`src/rtl/simplez_io_if.sv`:
```
// simplez_io_if: CPU-side bus bundle for the Simplez memory-mapped I/O block.
//   addr     - address bus (RA), driven by the CPU
//   lec/esc  - read / write microorders, driven by the CPU
//   data_in  - write data from busD, driven by the CPU
//   data_out - registered read data, driven by the I/O block
//   hit      - registered "data_out is valid for this block", driven by the I/O block
interface simplez_io_if #(
  parameter int DATAW = 12,
  parameter int ADDRW = 9
);
  logic [ADDRW-1:0] addr;
  logic             lec;
  logic             esc;
  logic [DATAW-1:0] data_in;
  logic [DATAW-1:0] data_out;
  logic             hit;

  modport master (output addr, output lec, output esc, output data_in,
                  input data_out, input hit);
  modport slave  (input addr, input lec, input esc, input data_in,
                  output data_out, output hit);
endinterface

```
`src/rtl/simplez_io.sv`:
```
// simplez_io: memory-mapped I/O responder for the Simplez CPU bus.
// Decodes BASE..BASE+3 and serves a screen (8N1 transmitter) and a
// keyboard (8N1 receiver).
//   clk  - system clock, all state updates on posedge
//   rst  - synchronous active-high reset
//   bus  - slave side of simplez_io_if (addr, lec, esc, data_in, data_out, hit)
//   tx   - serial out, idle high
//   rx   - serial in, asynchronous (synchronized internally)
module simplez_io #(
  parameter int DATAW    = 12,
  parameter int ADDRW    = 9,
  parameter int BAUD_DIV = 104,
  parameter int BASE     = 508
) (
  input  logic        clk,
  input  logic        rst,
  simplez_io_if.slave bus,
  output logic        tx,
  input  logic        rx
);
  localparam int CNTW = $clog2(BAUD_DIV);
  localparam logic [CNTW-1:0]  CNT_ZERO = CNTW'(0);
  localparam logic [CNTW-1:0]  CNT_ONE  = CNTW'(1);
  localparam logic [CNTW-1:0]  CNT_LAST = CNTW'(BAUD_DIV - 1);
  localparam logic [CNTW-1:0]  CNT_HALF = CNTW'(BAUD_DIV / 2 - 1);
  localparam logic [ADDRW-3:0] PAGE     = (ADDRW-2)'(BASE >> 2);

  typedef enum logic [1:0] {ST_IDLE, ST_START, ST_DATA, ST_STOP} uart_state_e;

  // TX state
  uart_state_e       tx_state_q, tx_state_d;
  logic [CNTW-1:0]   tx_cnt_q, tx_cnt_d;
  logic [2:0]        tx_bit_q, tx_bit_d;
  logic [7:0]        tx_shift_q, tx_shift_d;
  logic              tx_q, tx_d;
  // RX state
  logic              rx_meta_q, rx_sync_q;
  uart_state_e       rx_state_q, rx_state_d;
  logic [CNTW-1:0]   rx_cnt_q, rx_cnt_d;
  logic [2:0]        rx_bit_q, rx_bit_d;
  logic [7:0]        rx_shift_q, rx_shift_d;
  logic              rx_wait_q, rx_wait_d;
  logic              rx_done_s;
  // Keyboard registers and read path
  logic [7:0]        kbd_data_q, kbd_data_d;
  logic              kbd_ready_q, kbd_ready_d;
  logic              overrun_q, overrun_d;
  logic [DATAW-1:0]  data_out_q, data_out_d, rd_data_s;
  logic              hit_q, hit_d;

  logic              sel_s, rd_s, tx_ready_s, wr_tx_s;
  logic [1:0]        reg_s;
  // Upper write-data bits have no destination in this block.
  logic              unused_s;

  assign unused_s   = ^bus.data_in[DATAW-1:8];
  assign sel_s      = (bus.addr[ADDRW-1:2] == PAGE);
  assign reg_s      = bus.addr[1:0];
  assign rd_s       = bus.lec & sel_s;
  assign tx_ready_s = (tx_state_q == ST_IDLE);
  assign wr_tx_s    = bus.esc & sel_s & (reg_s == 2'd1) & tx_ready_s;

  // TX next-state: one baud period per bit, LSB first; tx_q lags the state by one clk.
  always_comb begin
    tx_state_d = tx_state_q;
    tx_cnt_d   = tx_cnt_q;
    tx_bit_d   = tx_bit_q;
    tx_shift_d = tx_shift_q;
    tx_d       = 1'b1;
    case (tx_state_q)
      ST_IDLE: begin
        tx_d = 1'b1;
        if (wr_tx_s) begin
          tx_state_d = ST_START;
          tx_cnt_d   = CNT_ZERO;
          tx_shift_d = bus.data_in[7:0];
        end else begin
          tx_cnt_d = CNT_ZERO;
        end
      end
      ST_START: begin
        tx_d = 1'b0;
        if (tx_cnt_q == CNT_LAST) begin
          tx_state_d = ST_DATA;
          tx_cnt_d   = CNT_ZERO;
          tx_bit_d   = 3'd0;
        end else begin
          tx_cnt_d = tx_cnt_q + CNT_ONE;
        end
      end
      ST_DATA: begin
        tx_d = tx_shift_q[0];
        if (tx_cnt_q == CNT_LAST) begin
          tx_cnt_d   = CNT_ZERO;
          tx_shift_d = {1'b0, tx_shift_q[7:1]};
          if (tx_bit_q == 3'd7) begin
            tx_state_d = ST_STOP;
          end else begin
            tx_bit_d = tx_bit_q + 3'd1;
          end
        end else begin
          tx_cnt_d = tx_cnt_q + CNT_ONE;
        end
      end
      ST_STOP: begin
        tx_d = 1'b1;
        if (tx_cnt_q == CNT_LAST) begin
          tx_state_d = ST_IDLE;
          tx_cnt_d   = CNT_ZERO;
        end else begin
          tx_cnt_d = tx_cnt_q + CNT_ONE;
        end
      end
      default: begin
        tx_state_d = ST_IDLE;
        tx_cnt_d   = CNT_ZERO;
      end
    endcase
  end

  // RX next-state: start bit qualified at half a bit, then mid-bit samples every baud period.
  always_comb begin
    rx_state_d = rx_state_q;
    rx_cnt_d   = rx_cnt_q;
    rx_bit_d   = rx_bit_q;
    rx_shift_d = rx_shift_q;
    rx_wait_d  = rx_wait_q;
    rx_done_s  = 1'b0;
    case (rx_state_q)
      ST_IDLE: begin
        rx_cnt_d = CNT_ZERO;
        if (!rx_sync_q) begin
          rx_state_d = ST_START;
        end else begin
          rx_state_d = ST_IDLE;
        end
      end
      ST_START: begin
        if (rx_cnt_q == CNT_HALF) begin
          rx_cnt_d = CNT_ZERO;
          rx_bit_d = 3'd0;
          // Line back high at mid start bit means a glitch, not a frame.
          if (!rx_sync_q) begin
            rx_state_d = ST_DATA;
          end else begin
            rx_state_d = ST_IDLE;
          end
        end else begin
          rx_cnt_d = rx_cnt_q + CNT_ONE;
        end
      end
      ST_DATA: begin
        if (rx_cnt_q == CNT_LAST) begin
          rx_cnt_d   = CNT_ZERO;
          rx_shift_d = {rx_sync_q, rx_shift_q[7:1]};
          if (rx_bit_q == 3'd7) begin
            rx_state_d = ST_STOP;
          end else begin
            rx_bit_d = rx_bit_q + 3'd1;
          end
        end else begin
          rx_cnt_d = rx_cnt_q + CNT_ONE;
        end
      end
      ST_STOP: begin
        if (rx_wait_q) begin
          // Framing error: hold here until the line returns to idle.
          if (rx_sync_q) begin
            rx_state_d = ST_IDLE;
            rx_wait_d  = 1'b0;
          end else begin
            rx_wait_d = 1'b1;
          end
        end else if (rx_cnt_q == CNT_LAST) begin
          rx_cnt_d = CNT_ZERO;
          if (rx_sync_q) begin
            rx_done_s  = 1'b1;
            rx_state_d = ST_IDLE;
          end else begin
            rx_wait_d = 1'b1;
          end
        end else begin
          rx_cnt_d = rx_cnt_q + CNT_ONE;
        end
      end
      default: begin
        rx_state_d = ST_IDLE;
        rx_wait_d  = 1'b0;
      end
    endcase
  end

  // Keyboard registers: a completing byte takes priority over the clear-on-read.
  always_comb begin
    kbd_data_d  = kbd_data_q;
    kbd_ready_d = kbd_ready_q;
    overrun_d   = overrun_q;
    if (rx_done_s) begin
      kbd_data_d  = rx_shift_q;
      kbd_ready_d = 1'b1;
      overrun_d   = kbd_ready_q;
    end else if (rd_s && (reg_s == 2'd3)) begin
      kbd_ready_d = 1'b0;
      overrun_d   = 1'b0;
    end else begin
      kbd_ready_d = kbd_ready_q;
    end
  end

  // Read mux: reflects register contents before this edge's updates.
  always_comb begin
    rd_data_s = {DATAW{1'b0}};
    case (reg_s)
      2'd0:    rd_data_s = {{(DATAW-1){1'b0}}, tx_ready_s};
      2'd1:    rd_data_s = {DATAW{1'b0}};
      2'd2:    rd_data_s = {{(DATAW-2){1'b0}}, overrun_q, kbd_ready_q};
      2'd3:    rd_data_s = {{(DATAW-8){1'b0}}, kbd_data_q};
      default: rd_data_s = {DATAW{1'b0}};
    endcase
    hit_d = rd_s;
    if (rd_s) begin
      data_out_d = rd_data_s;
    end else begin
      data_out_d = {DATAW{1'b0}};
    end
  end

  // State registers with synchronous reset; rx synchronizer resets to idle-high.
  always_ff @(posedge clk) begin
    if (rst) begin
      tx_state_q  <= ST_IDLE;
      tx_cnt_q    <= CNT_ZERO;
      tx_bit_q    <= 3'd0;
      tx_shift_q  <= 8'd0;
      tx_q        <= 1'b1;
      rx_meta_q   <= 1'b1;
      rx_sync_q   <= 1'b1;
      rx_state_q  <= ST_IDLE;
      rx_cnt_q    <= CNT_ZERO;
      rx_bit_q    <= 3'd0;
      rx_shift_q  <= 8'd0;
      rx_wait_q   <= 1'b0;
      kbd_data_q  <= 8'd0;
      kbd_ready_q <= 1'b0;
      overrun_q   <= 1'b0;
      data_out_q  <= {DATAW{1'b0}};
      hit_q       <= 1'b0;
    end else begin
      tx_state_q  <= tx_state_d;
      tx_cnt_q    <= tx_cnt_d;
      tx_bit_q    <= tx_bit_d;
      tx_shift_q  <= tx_shift_d;
      tx_q        <= tx_d;
      rx_meta_q   <= rx;
      rx_sync_q   <= rx_meta_q;
      rx_state_q  <= rx_state_d;
      rx_cnt_q    <= rx_cnt_d;
      rx_bit_q    <= rx_bit_d;
      rx_shift_q  <= rx_shift_d;
      rx_wait_q   <= rx_wait_d;
      kbd_data_q  <= kbd_data_d;
      kbd_ready_q <= kbd_ready_d;
      overrun_q   <= overrun_d;
      data_out_q  <= data_out_d;
      hit_q       <= hit_d;
    end
  end

  assign tx           = tx_q;
  assign bus.data_out = data_out_q;
  assign bus.hit      = hit_q;
endmodule

```
`src/flat_wrapper.sv`:
```
// flat-port wrapper written by rule: the top's interface ports become plain ports
module simplez_io_flat 
#(
  parameter int DATAW    = 12,
  parameter int ADDRW    = 9,
  parameter int BAUD_DIV = 104,
  parameter int BASE     = 508
)
  (clk, rst, tx, rx, bus_addr, bus_lec, bus_esc, bus_data_in, bus_data_out, bus_hit);
  simplez_io_if #(.DATAW(DATAW), .ADDRW(ADDRW)) bus_i ();
  input  logic clk;
  input  logic rst;
  output logic tx;
  input  logic rx;
  input wire logic [$bits(bus_i.addr)-1:0] bus_addr;
  input wire logic [$bits(bus_i.lec)-1:0] bus_lec;
  input wire logic [$bits(bus_i.esc)-1:0] bus_esc;
  input wire logic [$bits(bus_i.data_in)-1:0] bus_data_in;
  output wire logic [$bits(bus_i.data_out)-1:0] bus_data_out;
  output wire logic [$bits(bus_i.hit)-1:0] bus_hit;
  assign bus_i.addr = bus_addr;
  assign bus_i.lec = bus_lec;
  assign bus_i.esc = bus_esc;
  assign bus_i.data_in = bus_data_in;
  assign bus_data_out = bus_i.data_out;
  assign bus_hit = bus_i.hit;
  simplez_io #(.DATAW(DATAW), .ADDRW(ADDRW), .BAUD_DIV(BAUD_DIV), .BASE(BASE)) u_core (.clk(clk), .rst(rst), .bus(bus_i), .tx(tx), .rx(rx));
endmodule
```
`config.mk`:
```
export PLATFORM = sky130hd
export DESIGN_NAME = simplez_io_flat
export DESIGN_NICKNAME = d
export VERILOG_FILES = /design/src/rtl/simplez_io_if.sv /design/src/rtl/simplez_io.sv /design/src/flat_wrapper.sv
export SDC_FILE = /design/constraint.sdc
export NUM_CORES = 1
export LEC_CHECK = 0
export CORE_MARGIN = 2
export CORE_UTILIZATION = 40
export CTS_CLUSTER_DIAMETER = 200
export DETAILED_ROUTE_END_ITERATION = 8
export GPL_ROUTABILITY_DRIVEN = 0
export PLACE_DENSITY = 0.71
export RECOVER_POWER = 50
export SLEW_MARGIN = 20
export SYNTH_ARGS = -nofsm -noshare
export SYNTH_HDL_FRONTEND = slang
export SYNTH_SLANG_ARGS = --single-unit
```
`constraint.sdc`:
```
create_clock -name clk -period 5.1 [get_ports clk]
set_clock_uncertainty 0.15 [all_clocks]
set_input_delay 1.02 -clock clk [delete_from_list [all_inputs] [get_ports clk]]
set_output_delay 1.02 -clock clk [all_outputs]
set_load 0.01 [all_outputs]
```
==> summary.md, run 1 <==
| Metric | Value |
|---|---|
| Crit. End Element | `flip-flop` |
| Max Used Layer | `met4` |
| Routed wire length | `5.517 mm` |
| Clock tree from TritonCTS | `yes` |
| Hold Path End | `u_core.rx_sync_q$_SDFF_PP1_` |
| Number of global-route vias before repair | `2,027` |
| Status | `finished with violations` |
| Count of final max-slew check failures | `42` |
| EDFF count, synth | `0` |
| # Max-Cap Violations | `1` |
| H-Tree Level Count | `3` |
| Share of layout cells above drive strength 1 | `0.1003` |
| CP Launch Point | `rst` |
| Hold Crit Start | `u_core.rx_meta_q$_SDFF_PP1_` |
| Peak VDD IR | `0.0001042 V` |
| Sequential fraction of the synthesis area | `0.4341` |
| First-pass GRT wire length | `9.149 mm` |
| Critical path class | `in -> reg` |
| Skew-Pair Late Insertion Delay | `340 ps` |
| Worst-Margin Slew | `1786 ps` |
| Most frequent cells in the layout | `dfxtp_1, nor2_1, clkdlybuf4s50_1` |
| Warning count from the yosys run | `0` |
| Post-cts repair resize count | `0` |
| Post-Place Setup Slack | `2001 ps` |
| Mean Syn Cell Area | `9.433 µm²` |
| Root buf cell | `clkbuf_8` |
| WHS Path Cells | `1` |
| Die area | `0.007961 mm²` |
| Area Growth Syn to Fin | `18.56%` |
| Diodes inserted | `0` |
| Total gr overflow | `0` |
| RR Startpoint | `u_core.rx_cnt_q[0]$_SDFFE_PP0P_` |
| Most common cell after layout, fill and taps aside | `dfxtp_1` |
| Setup-failing EPs final | `0` |
| Final #Nets | `371` |
| Critical path cell sequence | `dlygate4sd3_1, clkbuf_1, a41oi_1, o21ai_1, nor2_1` |
| Mapped cell area | `0.002905 mm²` |
| Initial Util | `0.4071` |
| Clock sink total | `63` |
| Clock transition at the registers of the reported paths | `70 ps` |
| Core area | `0.007137 mm²` |
| IO Port Bufs | `31` |
| HPWL Detailed | `3.791 mm` |
| Vias/cell | `5.114` |
| Largest net degree at the start of global routing | `42` |
| Routed met2 length | `2.452 mm` |
| Fmax | `0.2930 GHz` |
| Slack of the worst reg-to-reg path | `2900 ps` |
| WP data required | `5170 ps` |
| Slowest cell on the critical path | `clkbuf_1` |
| Reg-to-Reg End | `u_core.kbd_data_q[0]$_SDFFE_PP0P_` |
| Distinct cell type count after synthesis | `53` |
| DRC | `0` |
| Global Route Usage Sum | `0.1471` |
| Placed insts | `422` |
| RSZ-0062 raised after global routing | `no` |
| Cell family with most CP delay | `buffers and inverters` |
| DR pass1 iterations | `4` |
| Period utilization | `0.6693` |
| Top FF cell, synth | `dfxtp_1` |
| Failing checks | `capacitance limit, slew limit` |
| Clk buf depth | `2` |
| Row count | `31` |
| Hold Crit Class | `reg -> reg` |
| Buf/Inv on CP | `2` |
| Pwr/cell area | `310.1 mW/mm²` |
| Initial antenna violation count | `0` |
| Post-CTS Setup Inserts | `0` |
| FF+latch count, synth | `63` |
| Avg WL per Cell | `12.60 µm` |
| Async S/R FF share, synth | `0` |
| Static Leakage | `1.248 nW` |
| Worst EP arrival | `3480 ps` |
| Die Height | `89.23 µm` |
| Setup TNS Final | `0 ps` |
| Non-filler cells, final | `438` |
| Max-slew headroom at the worst pin | `-0.1906` |
| Startpoint types | `input port` |
| Crit-path max cell delay | `1310 ps` |
| ANT nets after route | `0` |
| Max FO, Critical Path | `41` |
| Reg2reg path depth | `5` |
| M1 WL | `2.671 mm` |
| # hold bufs at CTS | `0` |
| Fin worst setup slack | `1687 ps` |
| Die W | `89.23 µm` |
| Metal3 WL | `263 µm` |
| Syn Inst Count | `308` |
| Crit path time final | `3413 ps` |
| Final Hold Fails | `0` |
| Via count | `2,240` |
| Drt initial violations | `90` |
| Filler cells | `668` |
| Num ports | `40` |
| CTS buffer count | `9` |
| Min Hold Slack | `298.3 ps` |
[layout make-up]
type	instances	area, µm²	share of cell area
timing repair buffer	32	314.1	0.09117
clock buffer	9	123.9	0.03596
clock inverter	7	73.82	0.02143
sequential	63	1261	0.3661
multi-input combinational	217	1506	0.4373
inverter	11	41.29	0.01199
tap	99	123.9	0.03596
[per-layer routing]
layer  GRT usage  vias to the layer above
met5           0                        -
met4     0.08005                        0
met3     0.04063                       12
met2      0.2296                       49
met1      0.1839                     1040
li1            -                     1139
[worst reg2reg max path: stages, from the launching register on]
cell,delay [ps]
dfxtp_1,360
ha_1,220
and3b_1,350
and4b_1,630
mux2i_1,250
nor2_1,60
[cell usage after synthesis (all sizes together) (9+ instances only)]
| cell type | count | share of area |
|---|---|---|
| a31oi | 9 | 0.019 |
| and2 | 10 | 0.022 |
| buf | 9 | 0.021 |
| clkbuf | 11 | 0.014 |
| dfxtp | 63 | 0.43 |
| ha | 11 | 0.047 |
| inv | 10 | 0.013 |
| mux2 | 9 | 0.035 |
| mux2i | 17 | 0.059 |
| nand2 | 16 | 0.021 |
| nand3 | 10 | 0.017 |
| nor2 | 38 | 0.049 |
| nor3 | 9 | 0.016 |
[registers in the layout (all words and copies together), names as in the netlist, 2 cells and up, named ones only]
| name | flops |
|---|---|
| u_core.tx_shift_q | 8 |
| u_core.tx_cnt_q | 7 |
| u_core.tx_state_q | 2 |
| u_core.bus.data_out | 8 |
| u_core.rx_cnt_q | 7 |
| u_core.rx_bit_q | 3 |
| u_core.rx_shift_q | 8 |
| u_core.tx_bit_q | 3 |
| u_core.kbd_data_q | 8 |
[where the power goes]
group / internal, mW / switching [mW]
sequential: 0.509 / 0.0116
combinational: 0.0543 / 0.0650
clock: 0.226 / 0.202
total: 0.790 / 0.278
[worst max path at each step]
| stage | to | cells after the start |
|---|---|---|
| 3_3_place_gp | u_core.tx_state_q[1]$_SDFFE_PP0P_ | 5 |
| 6_report | u_core.rx_cnt_q[0]$_SDFFE_PP0P_ | 5 |
| 5_1_grt | u_core.rx_cnt_q[4]$_SDFFE_PP0P_ | 5 |
| 3_5_place_dp | u_core.tx_state_q[1]$_SDFFE_PP0P_ | 5 |
| 2_1_floorplan | u_core.tx_state_q[1]$_SDFFE_PP0P_ | 4 |
| 4_1_cts | u_core.tx_state_q[1]$_SDFFE_PP0P_ | 5 |
[cell families (layout without fill, tap and decap cells)]
family | count (synthesis) | in the layout | share of synthesized area
buf+inv | 31 | 59 | 0.04909
simple gates | 119 | 119 | 0.2192
fa+ha+maj | 11 | 11 | 0.04737
compound gates | 46 | 46 | 0.1223
mux | 26 | 26 | 0.09345
xor+xnor | 11 | 11 | 0.03316
other cells | 1 | 4 | 0.001291
flops | 63 | 63 | 0.4341
[per-stage QoR]
| stage | util | total power [mW] | instance area (µm²) |
|---|---|---|---|
| finish | 0.4826 | 1.068 | 3445 |
| global route | 0.4826 | 1.116 | 3445 |
| CTS | 0.4840 | 1.080 | 3455 |
| detailed placement | 0.4563 | 0.6521 | 3257 |
| global placement | 0.4563 | 0.6490 | 3257 |
| floorplan | - | 0.6130 | 2917 |
No activity file was read; power rests on OpenSTA's default activity.
==> run 2: changes to the inputs <==
- clock period: 5.1 -> 3.2 ns (I/O delays scaled with it)
==> summary.md, run 2 (synthesis results as in run 1) <==
| Metric | Value |
|---|---|
| RR Startpoint | `u_core.rx_cnt_q[0]$_SDFFE_PP0P_` |
| Startpoint types | `input port` |
| Die W | `89.23 µm (unchanged)` |
| Hold Crit Start | `u_core.rx_meta_q$_SDFF_PP1_` |
| Clock tree from TritonCTS | `yes` |
| Via count | `2,222 (-0.80%)` |
| Max-slew headroom at the worst pin | `0.4099 (+0.6005)` |
| Largest net degree at the start of global routing | `23 (-45%)` |
| HPWL Detailed | `3.890 mm (+2.6%)` |
| RSZ-0062 raised after global routing | `no` |
| Initial Util | `0.4071 (unchanged)` |
| Vias/cell | `5.062 (-1.0%)` |
| Num ports | `40 (unchanged)` |
| Critical path class | `in -> reg` |
| Reg-to-Reg End | `u_core.kbd_data_q[1]$_SDFFE_PP0P_` |
| Power Total | `1.722 mW (+61%)` |
| # Max-Cap Violations | `0 (-1)` |
| Grt peak-use layer | `met2` |
| Final Hold Fails | `0 (unchanged)` |
| Most frequent cells in the layout | `dfxtp_1, nor2_1, clkdlybuf4s50_1` |
| Slack of the worst reg-to-reg path | `1030 ps (-1870 ps)` |
| Crit. End Element | `flip-flop` |
| Count of final max-slew check failures | `0 (-100%)` |
| Clk buf depth | `2 (unchanged)` |
| Setup-failing EPs final | `0 (unchanged)` |
| H-Tree Level Count | `3 (unchanged)` |
| Peak VDD IR | `0.0001530 V (+47%)` |
| Routing usage on met3 | `0.04432 (+0.003693)` |
| Initial antenna violation count | `0 (unchanged)` |
| # hold bufs at CTS | `0 (unchanged)` |
| Fmax | `0.4040 GHz` |
| Area Growth Syn to Fin | `18.91%` |
| Number of global-route vias before repair | `2,037 (+0.49%)` |
| Crit-path max cell delay | `730 ps (-580 ps)` |
| Most common cell after layout, fill and taps aside | `dfxtp_1` |
| WP data required | `3320 ps (-1850 ps)` |
| Setup TNS Final | `0 ps (unchanged)` |
| Worst EP arrival | `2590 ps (-890 ps)` |
| Drt initial violations | `110 (+22%)` |
| Final #Nets | `372 (+0.27%)` |
| Share of layout cells above drive strength 1 | `0.09706 (-0.003236)` |
| Cell family with most CP delay | `compound AO/OA/AOI/OAI gates` |
| Core area | `0.007137 mm² (unchanged)` |
| Avg WL per Cell | `12.84 µm (+1.9%)` |
| Die Height | `89.23 µm (unchanged)` |
| Period utilization | `0.7735` |
| Worst-Margin Slew | `885.1 ps (-900.8 ps)` |
| ANT nets after route | `0 (unchanged)` |
| Root buf cell | `clkbuf_8` |
| IO Port Bufs | `31 (unchanged)` |
| Crit path time final | `2475 ps` |
| Clock sink total | `63 (unchanged)` |
| Post-cts repair resize count | `0 (unchanged)` |
| Max FO, Critical Path | `10 (-76%)` |
| Global Route Usage Sum | `0.1506 (+0.003455)` |
| CTS buffer count | `9 (unchanged)` |
| Routing usage on met2 | `0.2357 (+0.006061)` |
| Met1 Use GR | `0.1983 (+0.01437)` |
| Skew-Pair Late Insertion Delay | `340 ps (about the same)` |
| Static Leakage | `1.273 nW (+2.0%)` |
| Total gr overflow | `0 (unchanged)` |
| DR pass1 iterations | `4 (unchanged)` |
| Post-CTS Setup Inserts | `0 (unchanged)` |
| Pwr/cell area | `498.5 mW/mm² (+61%)` |
| Diodes inserted | `0 (unchanged)` |
| Routed wire length | `5.636 mm (+2.2%)` |
| First-pass GRT wire length | `9.328 mm (+2.0%)` |
| Reg2reg path depth | `5 (unchanged)` |
| Critical path cell sequence | `dlygate4sd3_1, nand4_1, o41ai_4, o211a_1, mux2i_1` |
| Hold Crit Class | `reg -> reg` |
| DRC | `0 (unchanged)` |
| Slowest cell on the critical path | `o41ai_4` |
| Clock transition at the registers of the reported paths | `80 ps (about the same)` |
| Hold Path End | `u_core.rx_sync_q$_SDFF_PP1_` |
| Buf/Inv on CP | `1 (-1)` |
| WHS Path Cells | `1 (unchanged)` |
| Die area | `0.007961 mm² (unchanged)` |
| Row count | `31 (unchanged)` |
| Status | `complete, no violations` |
run 2: layout make-up:
type                            count  area [µm²]
Timing Repair Buffer               33       321.6
Multi-Input combinational cell    217        1506
Clock inverter                      4       55.05
Fill cell                         671        3682
Inverter                           11       41.29
Tap cell                           99       123.9
Sequential cell                    63        1261
Clock buffer                       12       145.1
run 2: layer usage:
layer / wire length, µm / part of all wire
met2: 2529 / 0.45
met5: 0 / 0
met3: 230 / 0.041
met4: 83 / 0.015
met1: 2793 / 0.50
run 2: how the worst max path moves through the flow:
| stage | startpoint | end | slack, ps | cells after the start |
|---|---|---|---|---|
| final | bus_addr[8] | u_core.tx_state_q[1]$_SDFFE_PP0P_ | 720 | 5 |
| after floorplan | bus_addr[8] | u_core.tx_state_q[1]$_SDFFE_PP0P_ | 1270 | 4 |
| after detailed placement | bus_addr[8] | u_core.tx_state_q[1]$_SDFFE_PP0P_ | 530 | 5 |
| after global routing | rst | u_core.rx_cnt_q[0]$_SDFFE_PP0P_ | 540 | 5 |
| after CTS | bus_addr[8] | u_core.tx_state_q[1]$_SDFFE_PP0P_ | 890 | 5 |
| after global placement | bus_addr[8] | u_core.tx_state_q[1]$_SDFFE_PP0P_ | 560 | 5 |
run 2: per-stage QoR:
stage | hold WS (ps) | setup WS (ps) | instance area [µm²] | instances | util
3_3_place_gp | 248.7 | 558.6 | 3264 | 423 | 0.4574
2_1_floorplan | 239.5 | 1268 | 2917 | 311 | -
3_5_place_dp | 253.8 | 526.7 | 3264 | 423 | 0.4574
4_1_cts | 262.8 | 885.2 | 3465 | 439 | 0.4854
6_report | 256.4 | 724.9 | 3455 | 439 | 0.4840
5_1_grt | 288.1 | 544.8 | 3455 | 439 | 0.4840
run 2: where the power goes:
part | internal, mW | total, mW | switching, mW
Combinational | 0.0860 | 0.191 | 0.105
Clock | 0.384 | 0.700 | 0.315
Sequential | 0.812 | 0.831 | 0.0193
